--- config.mk ---
export PLATFORM = sky130hd
export DESIGN_NAME = game_timer
export DESIGN_NICKNAME = d
export VERILOG_FILES = /design/src/rtl/game_timer_pkg.sv /design/src/rtl/game_timer_sec_prescaler.sv /design/src/rtl/game_timer.sv
export SDC_FILE = /design/constraint.sdc
export NUM_CORES = 1
export LEC_CHECK = 0
export ABC_AREA = 1
export ABC_CLOCK_PERIOD_IN_PS = 2530
export BUFFER_PORTS_ARGS = -buffer_cell sky130_fd_sc_hd__buf_2
export CAP_MARGIN = 20
export CORE_AREA = 2 2 68 119
export CTS_CLUSTER_DIAMETER = 150
export DETAILED_ROUTE_END_ITERATION = 10
export DIE_AREA = 0 0 70 121
export PLACE_DENSITY = 0.49
export SETUP_SLACK_MARGIN = 0.3
export SKIP_CTS_REPAIR_TIMING = 1
export SYNTH_ARGS = -nofsm -noshare
export SYNTH_HDL_FRONTEND = slang
export SYNTH_SLANG_ARGS = --single-unit
--- constraint.sdc ---
create_clock -name CLK -period 2.53 [get_ports CLK]
set_clock_uncertainty 0.15 [all_clocks]
set_input_delay 0 -clock CLK [delete_from_list [all_inputs] [get_ports CLK]]
set_output_delay 0 -clock CLK [all_outputs]
set_load 0.01 [all_outputs]
--- src/rtl/game_timer_pkg.sv ---
// game_timer_pkg
//   Shared definitions for the game timer: FSM state encodings, the default
//   prescaler divide ratio and the BCD digit clamp used on load.
package game_timer_pkg;

   typedef enum logic [1:0] {
      IDLE    = 2'b00,
      LOADED  = 2'b01,
      RUN     = 2'b10,
      EXPIRED = 2'b11
   } state_t;

   // CLK cycles per one-second tick on the production 50 MHz clock.
   localparam int TICK_DIV_DEFAULT = 50000000;

   // Saturate an out-of-range BCD digit (A..F) to 9.
   function automatic logic [3:0] clamp_digit(input logic [3:0] digit);
      logic [3:0] result;
      if (digit > 4'd9) begin
         result = 4'd9;
      end else begin
         result = digit;
      end
      return result;
   endfunction

endpackage

--- src/rtl/game_timer_sec_prescaler.sv ---
// sec_prescaler
//   Divides CLK down to a one-second tick for the game timer.
//   Ports:
//     CLK      system clock
//     RST      asynchronous active-low reset
//     clear    synchronous clear of the divider (wins over count_en)
//     count_en advance the divider this cycle; holds its value when low
//     tick     high for the one cycle in which the divider wraps to 0
module sec_prescaler
   import game_timer_pkg::*;
#(
   parameter int TICK_DIV = TICK_DIV_DEFAULT
) (
   input  logic CLK,
   input  logic RST,
   input  logic clear,
   input  logic count_en,
   output logic tick
);

   localparam int             CW   = $clog2(TICK_DIV);
   localparam logic [CW-1:0]  LAST = CW'(TICK_DIV - 1);

   logic [CW-1:0] cnt_r;

   // Divider counter: clear first, otherwise advance and wrap at LAST.
   always_ff @(posedge CLK or negedge RST) begin
      if (!RST) begin
         cnt_r <= '0;
      end else if (clear) begin
         cnt_r <= '0;
      end else if (count_en) begin
         if (cnt_r == LAST) begin
            cnt_r <= '0;
         end else begin
            cnt_r <= cnt_r + 1'b1;
         end
      end else begin
         cnt_r <= cnt_r;
      end
   end

   // The tick coincides with the wrap edge so the parent decrements on it.
   assign tick = count_en && !clear && (cnt_r == LAST);

endmodule

--- src/rtl/game_timer.sv ---
// game_timer
//   Two-digit BCD countdown for a game session, driven by an access FSM.
//   Ports:
//     CLK       system clock
//     RST       asynchronous active-low reset
//     enable    count-down permission (play in progress)
//     reconf    reload request; loads time_in in any state
//     time_in   game duration, BCD [7:4] tens, [3:0] ones (digits > 9 clamp)
//     timeout   registered level, high once the count has expired
//     sec_tens  remaining seconds, tens digit
//     sec_ones  remaining seconds, ones digit
//     running   registered: state is RUN and enable was high
module game_timer
   import game_timer_pkg::*;
#(
   parameter int TICK_DIV = TICK_DIV_DEFAULT
) (
   input  logic       CLK,
   input  logic       RST,
   input  logic       enable,
   input  logic       reconf,
   input  logic [7:0] time_in,
   output logic       timeout,
   output logic [3:0] sec_tens,
   output logic [3:0] sec_ones,
   output logic       running
);

   state_t     state_r, state_s;
   logic [3:0] tens_r, tens_s;
   logic [3:0] ones_r, ones_s;
   logic       timeout_r, timeout_s;
   logic       running_r, running_s;
   logic       zero_s;
   logic       count_en_s;
   logic       tick_s;

   assign zero_s = (tens_r == 4'd0) && (ones_r == 4'd0);

   // The divider only runs in RUN with a non-zero count and no reload pending;
   // a reload clears it so every fresh count starts with a full second.
   assign count_en_s = (state_r == RUN) && enable && !reconf && !zero_s;

   sec_prescaler #(
      .TICK_DIV (TICK_DIV)
   ) u_prescaler (
      .CLK      (CLK),
      .RST      (RST),
      .clear    (reconf),
      .count_en (count_en_s),
      .tick     (tick_s)
   );

   // Next-state, next-count and next-output decode.
   always_comb begin
      state_s   = state_r;
      tens_s    = tens_r;
      ones_s    = ones_r;
      timeout_s = timeout_r;
      if (reconf) begin
         // A reload wins over enable and over a coincident tick in every state.
         state_s   = LOADED;
         tens_s    = clamp_digit(time_in[7:4]);
         ones_s    = clamp_digit(time_in[3:0]);
         timeout_s = 1'b0;
      end else begin
         case (state_r)
            IDLE: begin
               state_s = IDLE;
            end
            LOADED: begin
               if (enable) begin
                  state_s = RUN;
               end else begin
                  state_s = LOADED;
               end
            end
            RUN: begin
               if (zero_s) begin
                  // Started with nothing on the clock: expire without a tick.
                  state_s   = EXPIRED;
                  timeout_s = 1'b1;
               end else if (tick_s) begin
                  if (ones_r == 4'd0) begin
                     ones_s = 4'd9;
                     tens_s = tens_r - 4'd1;
                  end else begin
                     ones_s = ones_r - 4'd1;
                  end
                  if ((tens_r == 4'd0) && (ones_r == 4'd1)) begin
                     state_s   = EXPIRED;
                     timeout_s = 1'b1;
                  end else begin
                     state_s = RUN;
                  end
               end else begin
                  state_s = RUN;
               end
            end
            EXPIRED: begin
               state_s   = EXPIRED;
               tens_s    = 4'd0;
               ones_s    = 4'd0;
               timeout_s = 1'b1;
            end
            default: begin
               state_s   = IDLE;
               tens_s    = 4'd0;
               ones_s    = 4'd0;
               timeout_s = 1'b0;
            end
         endcase
      end
      running_s = (state_s == RUN) && enable;
   end

   // State, count and output registers.
   always_ff @(posedge CLK or negedge RST) begin
      if (!RST) begin
         state_r   <= IDLE;
         tens_r    <= 4'd0;
         ones_r    <= 4'd0;
         timeout_r <= 1'b0;
         running_r <= 1'b0;
      end else begin
         state_r   <= state_s;
         tens_r    <= tens_s;
         ones_r    <= ones_s;
         timeout_r <= timeout_s;
         running_r <= running_s;
      end
   end

   assign timeout  = timeout_r;
   assign sec_tens = tens_r;
   assign sec_ones = ones_r;
   assign running  = running_r;

endmodule

# Yosys cells after proc, flatten, opt, wreduce, memory -nomap -nowiden
# Index checks and enable logic that the tools add are counted.
# totals
in_bits	12
out_inout_bits	10
word_cells	66
register_bits	38
# classes
n_eq_ne	11
reduce_logical	18
muxes	26
addsub	3
magnitude_cmp	2
# ops
op	count
$mux W26	3
$mux W4	10
$add A26 B1 Y26 const B	1
$eq A26 B26 Y1 const B	1
$pmux W4 S2	2
$gt A4 B4 Y1 const B	2
$logic_and A1 B1 Y1	8
$logic_not A4 Y1	2
$mux W2	4
$pmux W2 S4	1
$sub A4 B1 Y4 const B	2
$eq A2 B2 Y1 const B	3
$ne A3 B3 Y1 const B	2
$reduce_and A3 Y1	2
$mux W1	5
$eq A4 B1 Y1 const B	1
$ne A4 B3 Y1 const B	1
$ne A4 B4 Y1 const B	1
$reduce_and A4 Y1	1
$ne A3 B2 Y1 const B	1
$reduce_bool A3 Y1	1
$eq A2 B1 Y1 const B	1
$logic_not A1 Y1	2
$logic_not A2 Y1	1
2 further kinds	2

# Longest topological paths before layout
# Gate-level depths: netlist of run 1.
# logic_depth
depth_word	12
mapped_depth	12
depth_no_buf	12

# Cells and area by module
# From an unflattened synthesis of run 1, not the netlist that was laid out.
# unflattened
hier_cells	350
hier_area_um2	2607.5
# by_module_without_submodules
module	seq_area_each_um2	area_per_inst_um2	cells_per_inst	instances
sec_prescaler	650.6	1789.2	231	1
game_timer	300.3	818.3	119	1

# Worst setup path before layout of run 1
# OpenSTA, ideal clock, no wires.
# synth_path
path_type	flip-flop to flip-flop
startpoint	register ones_r[0] (netlist: sec_ones[0])
endpoint	register u_prescaler.cnt_r[11]
arrival_ns	1.631
path_slack_ns	0.629
required_ns	2.260
path_stages_with_launch	13
period_less_slack_ns	1.901
setup_ns	0.120
n_path_buf	1
cell_sequence	dfrtp_1 -> inv_1 -> ha_1 -> inv_1 -> nor2_2 -> nand2_1 -> nor2_4 -> nor2_8 -> nor2_2 -> buf_6 -> nor2_4 -> xnor2_1 -> nor2_1
# synth_between
elab_chain_len	5
# synth_rtl
item	line_no	text
from (decl)	game_timer.sv:31	logic [3:0] ones_r, ones_s;
from (signal assigned)	game_timer.sv:128	ones_r <= ones_s;
$logic_not A4 Y1	game_timer.sv:38	assign zero_s = (tens_r == 4'd0) && (ones_r == 4'd0);
$logic_and A1 B1 Y1	game_timer.sv:38	
$logic_not A1 Y1	game_timer.sv:42	assign count_en_s = (state_r == RUN) && enable && !reconf && !zero_s;
$logic_and A1 B1 Y1	game_timer.sv:42	
$reduce_bool A2 Y1 (no source line)	-	
to (signal assigned)	game_timer_sec_prescaler.sv:36	cnt_r <= cnt_r + 1'b1;
to (signal assigned)	game_timer_sec_prescaler.sv:39	cnt_r <= cnt_r;
to (decl)	game_timer_sec_prescaler.sv:24	logic [CW-1:0] cnt_r;
# No other way between the ends.
# A chain may end at the register's enable or synchronous reset.

# Worst setup path after layout of run 1
# layout_path
startpoint	register ones_r[0] (netlist: sec_ones[0])
endpoint	register u_prescaler.cnt_r[21]
# Same word-level chain as after synthesis.

==> run summary, run 1 <==
The tools report the sort of element at the end of the critical path as a flip-flop. For the vias after detailed routing, the log shows 2386. The number of nets in the finished design was 414. The checks that failed: negative hold slack. The routed length per instance works out to 14.4 um. The run gives 6980 um as the post-detailed-routing wire length. The worst pin sits at a relative slew slack of 41.1%.

In the routed design, unresolved DRC markers number 0. The tools report the HPWL after detailed placement as 5210 um. Synthesized instance count: 366. TritonCTS built the clock tree. The leakage power figure was 1.39 nW.

Global routing consumed, on the met1 layer, 17.1% of the routing resources. The number of placement rows was 42. The type of the most critical hold path was input pin to flip-flop. Count of maximum capacitance violations: 0.

Setup violations remaining at the end of the flow were counted as 0. Yosys printed 0 warnings. The setup TNS came out at 0 ns. In this run, the combinational gates consume 21.6% of the power.

The tools report the wire length of the first global-routing pass as 11500 um. For the global placement routability congestion, the log shows 0.816. The first routing iteration left 119 violations. In this run the cell area of the synthesized design comes to 2560 um^2. The portion of the post-synthesis area used by sequential elements was 37.1%; the final-layout worst hold slack was -0.0551 ns.

The worst setup path is of the flip-flop to flip-flop kind. Across every metal layer, demand over resource in global routing totals 17.5%. The most heavily used metal layer in global routing was met2. The die is 70 um wide.

Per report_power, the clock group accounts for 36.6% of the total. The post-route netlist has 16.3% of its cells at a drive strength greater than 1. Cell internal power was estimated by the tool at 1.14 mW. Power spread over the standard cell area amounts to 549 nW/um^2. The critical-path cell with the highest stage delay was sky130_fd_sc_hd__dfrtp_1. The shortest clock period the worst path allows after layout was 2.10 ns; the maximum clock frequency was 476 MHz. Cell type with the highest occurrence count on the critical path: sky130_fd_sc_hd__buf_12. In this run, distinct cell masters in the synthesized netlist total 34.

The tools report the count of pins over their slew limit as 0. Port buffering added 21 buffers. Clock-pin slew was measured on the worst setup and hold paths at 0.06 ns. The post-synthesis average cell area is 7.01 um^2. The global-route met2 utilization was 35.5%. The critical-path maximum fanout is 10, and the clock latency at the later pin of the worst-skew pair is 0.29 ns. Number of antenna violations at the first check in global routing: 0. The clock root buffer was sky130_fd_sc_hd__clkbuf_16. The run gives 0 as the leftover overflow at the end of global routing. After synthesis, the largest area contributor takes up 37.1% of total cell area. Dividing the detail-routed via count by the number of cells gives 4.91. The run finished, with violations left.

The net count after synthesis was 382; the effective utilization at floorplan was 34.4%. The run gives 8470 um^2 as the area of the die. The length of the first detailed-routing pass in iterations was 4. Traced cell by cell, the critical path runs through inv_2, ha_2, inv_1, nor2_2, nand2_2, nor2_4, buf_12, o21ai_4, buf_12, nand2_1, xor2_1, nor2_1. For the part of the power in registers, the log shows 41.8%. The number of top-level pins was 22.

Via count of the first global-routing pass: 2399. After synthesis, the cell types taking the most area are sky130_fd_sc_hd__dfrtp_1 (37%), sky130_fd_sc_hd__nand2_1 (15%), sky130_fd_sc_hd__nor2_1 (8.2%). Summed over all instances, the cell type with the most area after synthesis is sky130_fd_sc_hd__dfrtp_1. For the final hold violation count, the log shows 7. The logs give 7460 um^2 for the area of the placeable core and 5 for the clock buffer count from CTS. Entering global routing, the biggest net connects 39 pins. The vertical die dimension was 121 um. The sink count of the clock tree was 38. The number of register bits inferred by synthesis is 38, and the largest vdd supply drop is 0.278 mV.

The H-tree generated during clock tree synthesis spans 2 levels. Global routing used 2.24% of the available met3 tracks. Biggest cell delay along the critical path: 0.41 ns. Setup repair after global routing could not meet its margin everywhere. The count of nets left with antenna violations once routing finished came out at 0. The worst setup path is launched from a flip-flop.

The switching share of power was 31.1%; the pin slew with the least headroom to its limit was 0.884 ns. The data required time of the critical path is 2.55 ns. The utilization after layout came out at 40.3%. In the finished design, the share of the clock period the worst path needs comes to 83.1%.

At the worst endpoint, the arrival time is 2.12 ns. Area growth from synthesis to layout: 17.3%. In this run the deepest clock path goes through 2 buffers. The net load switching power came out at 0.514 mW. The number of antenna diodes in the final layout is 0.
critical path, delay by kind of cell (launching register included):
family	cells	cell delay [ns]
AND/OR/NAND/NOR	5	0.57
XOR/XNOR	1	0.16
buffers and inverters	4	0.45
flip-flops	1	0.41
adder cells (fa/ha/maj)	1	0.17
AO/OA/AOI/OAI	1	0.07
metrics by stage:
step	area (um^2)	setup slack, ns	std cells	total power [mW]
after floorplan	2560	0.629	366	0.915
after global placement	2750	0.437	472	1.03
after detailed placement	2750	0.361	472	1.03
after CTS	2890	0.355	479	1.65
after global routing	3010	0.285	486	1.75
final	3010	0.428	486	1.65
registers in the layout, indices dropped and copies added, names as in the netlist:
signal and cells:
sec_tens 4, running 1, sec_ones 4, timeout 1
u_prescaler.cnt_r 26, state_r 2
placed cells by master, fill, tap and decap left out, types with 7 or more instances in the layout:
master	n
sky130_fd_sc_hd__nand2_1	104
sky130_fd_sc_hd__inv_2	7
sky130_fd_sc_hd__buf_2	21
sky130_fd_sc_hd__nor2_1	55
sky130_fd_sc_hd__xor2_1	8
sky130_fd_sc_hd__inv_1	35
sky130_fd_sc_hd__dfrtp_1	38
sky130_fd_sc_hd__nand4_1	11
sky130_fd_sc_hd__nand3_1	33
sky130_fd_sc_hd__o21ai_0	7
sky130_fd_sc_hd__a21oi_1	15
final cells by class:
class                   instances  area (um^2)
inverters                      42          158
multi-input cells             281         1440
clock inverters                 2         10.0
well taps                      88          110
fillers                       802         4450
flip-flops and latches         38          951
repair buffers                 30          211
clock buffers                   5          125
power by group through the flow:
| stage | combinational [mW] | sequential, mW | clock (mW) |
|---|---|---|---|
| final | 0.357 | 0.692 | 0.604 |
| after global routing | 0.409 | 0.697 | 0.641 |
| after floorplan | 0.208 | 0.707 | 0 |
| after global placement | 0.331 | 0.699 | 0 |
| after CTS | 0.334 | 0.691 | 0.622 |
| after detailed placement | 0.332 | 0.701 | 0 |
synthesized netlist by cell type (all sizes together):
cell type,n
o22ai,2
inv,42
nand4,11
a21oi,16
nor2,66
clkbuf,1
xor2,8
and2,1
nor3b,2
nand2,110
o32ai,1
o21bai,2
o21ai,12
nor3,3
buf,5
ha,4
nand3,35
xnor2,4
dfrtp,38
o211ai,3
routing by layer:
layer	wire, um	share of wire (%)
met1	2580	37
met2	4050	58
met3	145	2.1
met4	202	2.9
met5	0	0
final timing paths:
check | start | to | slack, ns | cells after the start
min in group asynchronous | RST | u_prescaler.cnt_r[13] | 0.22 | 2
max in group asynchronous | RST | sec_tens[2] | 1.46 | 2
min | time_in[4] | sec_tens[0] | -0.06 | 5
max | sec_ones[0] | u_prescaler.cnt_r[21] | 0.43 | 12
max reg2reg | sec_ones[0] | u_prescaler.cnt_r[21] | 0.43 | 12
min reg2reg | sec_ones[1] | sec_ones[1] | 0.36 | 2
logic make-up after synthesis:
family | count (synthesis) | synth area share (%)
DFF | 38 | 37.1
buffers and inverters | 48 | 8.10
and+or+nand+nor | 228 | 40.4
xor gates and xnor gates | 12 | 4.10
adders and majority gates | 4 | 1.95
AOI/OAI and AO/OA | 36 | 8.34
Power figures use the tool's default switching activity.
==> run 2, diff against run 1 <==
Settings changed: ABC_CLOCK_PERIOD_IN_PS 2530 to 2200.
Clock period 2.53 ns to 2.2 ns, I/O delays scaled along.
==> run summary, run 2 (synthesized netlist as in run 1, its figures left out) <==
The flow ran to the end, but the final reports show violations. The final reports fail on negative hold slack. The effective utilization at floorplan was 34.4% (unchanged). The run gives 42 (unchanged) as the number of placement rows. The area of placed instances is 2820 um^2 (+2.5%), and the leftover overflow at the end of global routing is 0 (unchanged). The global-route met2 utilization was 37.4% (+1.9 points). TritonCTS built the clock tree.

The pin slew with the least headroom to its limit was 0.884 ns (+0.000267 ns). The run gives 157 (+32%) as the starting DRC count in detailed routing. The global placement routability congestion is 0.818 (+0.32%), and the arrival time of data at the critical path endpoint is 1.93 ns (-0.19 ns). The number of top-level pins was 22 (unchanged); the leakage power figure was 1.46 nW (+5.0%). The tightest min-delay check is of the input pin to flip-flop type. The tools report the setup TNS as 0 ns (unchanged). The horizontal extent of the die was 70 um (unchanged); the antenna violation net count after detailed routing was 0 (unchanged).

The library cell used most frequently in the layout, excluding fill and tap cells, is sky130_fd_sc_hd__nand2_1. The count of maximum capacitance violations came out at 0 (unchanged). The tools report the post-detailed-routing wire length as 7430 um (+6.5%).

The clock latency at the later pin of the worst-skew pair was 0.29 ns (about the same). The root buffer cell chosen for the clock tree is sky130_fd_sc_hd__clkbuf_16. Number of buffers on the longest clock path: 2 (unchanged).

The total global-route track usage came out at 18.4% (+0.87 points). The flip-flop count of the largest register, all copies and words added was 26 (unchanged). Number of port buffers: 21 (unchanged).

The routed length per instance was 14.9 um (+4.1%). After global routing, the most crowded layer is met2. The final-layout worst hold slack came out at -0.0512 ns (+0.00381 ns). The category of the worst setup path launch point is a flip-flop.

The area growth from synthesis to layout came out at 24.9%. Setup repair after global routing could not meet its margin everywhere. The critical-path maximum fanout is 10 (unchanged), and the vertical die dimension is 121 um (unchanged). The logs give 5530 um (+6.1%) for the HPWL after detailed placement and 0 (unchanged) for the count of pins over their slew limit. The library cells used most frequently in the layout, excluding fill and tap cells, are sky130_fd_sc_hd__nand2_1 (99), sky130_fd_sc_hd__nor2_1 (51), sky130_fd_sc_hd__dfrtp_1 (38). The maximum clock frequency is 535 MHz (+12%), and the data required time of the critical path is 2.26 ns (-0.29 ns). The area of the placeable core is 7460 um^2 (unchanged), and the clock transition at the registers of the reported paths is 0.06 ns (about the same).

For the largest vdd supply drop, the log shows 0.369 mV (+32%). The residual DRC count is 0 (unchanged), and the count of filler cells inserted in the layout is 783 (-2.4%). Number of antenna violations at the first check in global routing: 0 (unchanged). The met1 track demand over resource in global routing is 17.9% (+0.79 points), and the number of levels the H-tree was split into is 2 (unchanged).

The via count of the first global-routing pass is 2401 (+0.083%), and the number of setup violations in the final report is 0 (unchanged). The run gives 42.9% (+2.6 points) as the utilization after layout. The shortest clock period the worst path allows after layout was 1.87 ns (-0.232 ns); the final hold violation count was 6 (-1). The length of the first detailed-routing pass in iterations came out at 5 (+1).

The final period utilization is 85.0% (+1.9 points). The routing usage on met3 was 2.57% (+0.33 points). The power density over the cells works out to 623 nW/um^2 (+13%).

The type of the setup path with the least slack is flip-flop to flip-flop. Counting flops per register, the top entry is u_prescaler.cnt_r. The tools report the number of nets in the finished design as 424 (+2.4%).

Sum of internal, switching and leakage power: 2.00 mW (+21%). Wire length of the first global-routing pass: 11900 um (+3.8%). The share of post-route cells with drive strength above 1 was 23.5% (+7.1 points); the vias after detailed routing was 2474 (+3.7%).

The via-per-instance ratio was 4.98 (+1.4%). The sort of element at the end of the critical path is a flip-flop. The sink count of the clock tree is 38 (unchanged), and the area of the die is 8470 um^2 (unchanged). The worst slew slack as a fraction of its limit was 41.1% (about the same); the clock buffer count from CTS was 5 (unchanged). For the final instance area, the log shows 3200 um^2 (+6.5%). The antenna diode instance count was 0 (unchanged). The largest net degree at the start of global routing came out at 39 (unchanged).
run 2: changes by cell type in the layout (fill, tap and decap cells not counted), sizes merged:
cell         delta
nand3           +1
buf            +11
clkbuf          +2
o21ai           -1
clkinv          -1
dlygate4sd3     -1
run 2: layout make-up:
type                            count  area (um^2)  area share, %
Sequential cell                    38          951           29.7
Tap cell                           88          110           3.44
Multi-Input combinational cell    281         1560           48.5
Clock inverter                      1         5.00          0.156
Clock buffer                        7          143           4.45
Timing Repair Buffer               40          283           8.82
Inverter                           42          158           4.92
run 2: path summary, 6_finish.rpt:
path	start	endpoint	slack [ns]	depth (start not counted)
max in group asynchronous	RST	u_prescaler.cnt_r[5]	1.12	2
min reg2reg	u_prescaler.cnt_r[1]	u_prescaler.cnt_r[1]	0.37	2
min	time_in[1]	sec_ones[1]	-0.05	5
max reg2reg	sec_ones[0]	u_prescaler.cnt_r[18]	0.33	11
min in group asynchronous	RST	running	0.22	2
max	sec_ones[0]	u_prescaler.cnt_r[18]	0.33	11
run 2: power by group:
part | total (mW) | internal [mW] | leakage (nW) | switching [mW]
sequential | 0.798 | 0.742 | 0.514 | 0.0568
clock | 0.740 | 0.450 | 0.0739 | 0.290
combinational | 0.458 | 0.179 | 0.873 | 0.279
total | 2.00 | 1.37 | 1.46 | 0.626
run 2: worst max-delay path: stages (launching register included):
cell and delay, ns:
sky130_fd_sc_hd__dfrtp_1 0.41, sky130_fd_sc_hd__inv_2 0.10, sky130_fd_sc_hd__ha_4 0.14, sky130_fd_sc_hd__inv_2 0.04, sky130_fd_sc_hd__nor2_4 0.09, sky130_fd_sc_hd__nand2_2 0.08
sky130_fd_sc_hd__nor2_4 0.19, sky130_fd_sc_hd__nor2_8 0.07, sky130_fd_sc_hd__nand3_4 0.11, sky130_fd_sc_hd__nand2_4 0.07, sky130_fd_sc_hd__buf_6 0.16, sky130_fd_sc_hd__nor3_2 0.17
run 2: per-layer routing:
layer,wire length (um),vias up
met3,142,14
met1,2680,1161
li1,-,1257
met2,4410,42
met4,191,0
met5,0,-
run 2: through the flow:
stage               worst slack (ns)  instances
global route                   0.190        497
detailed placement             0.186        479
finish                         0.330        497
CTS                            0.165        487
global placement               0.239        479
floorplan                      0.302        366
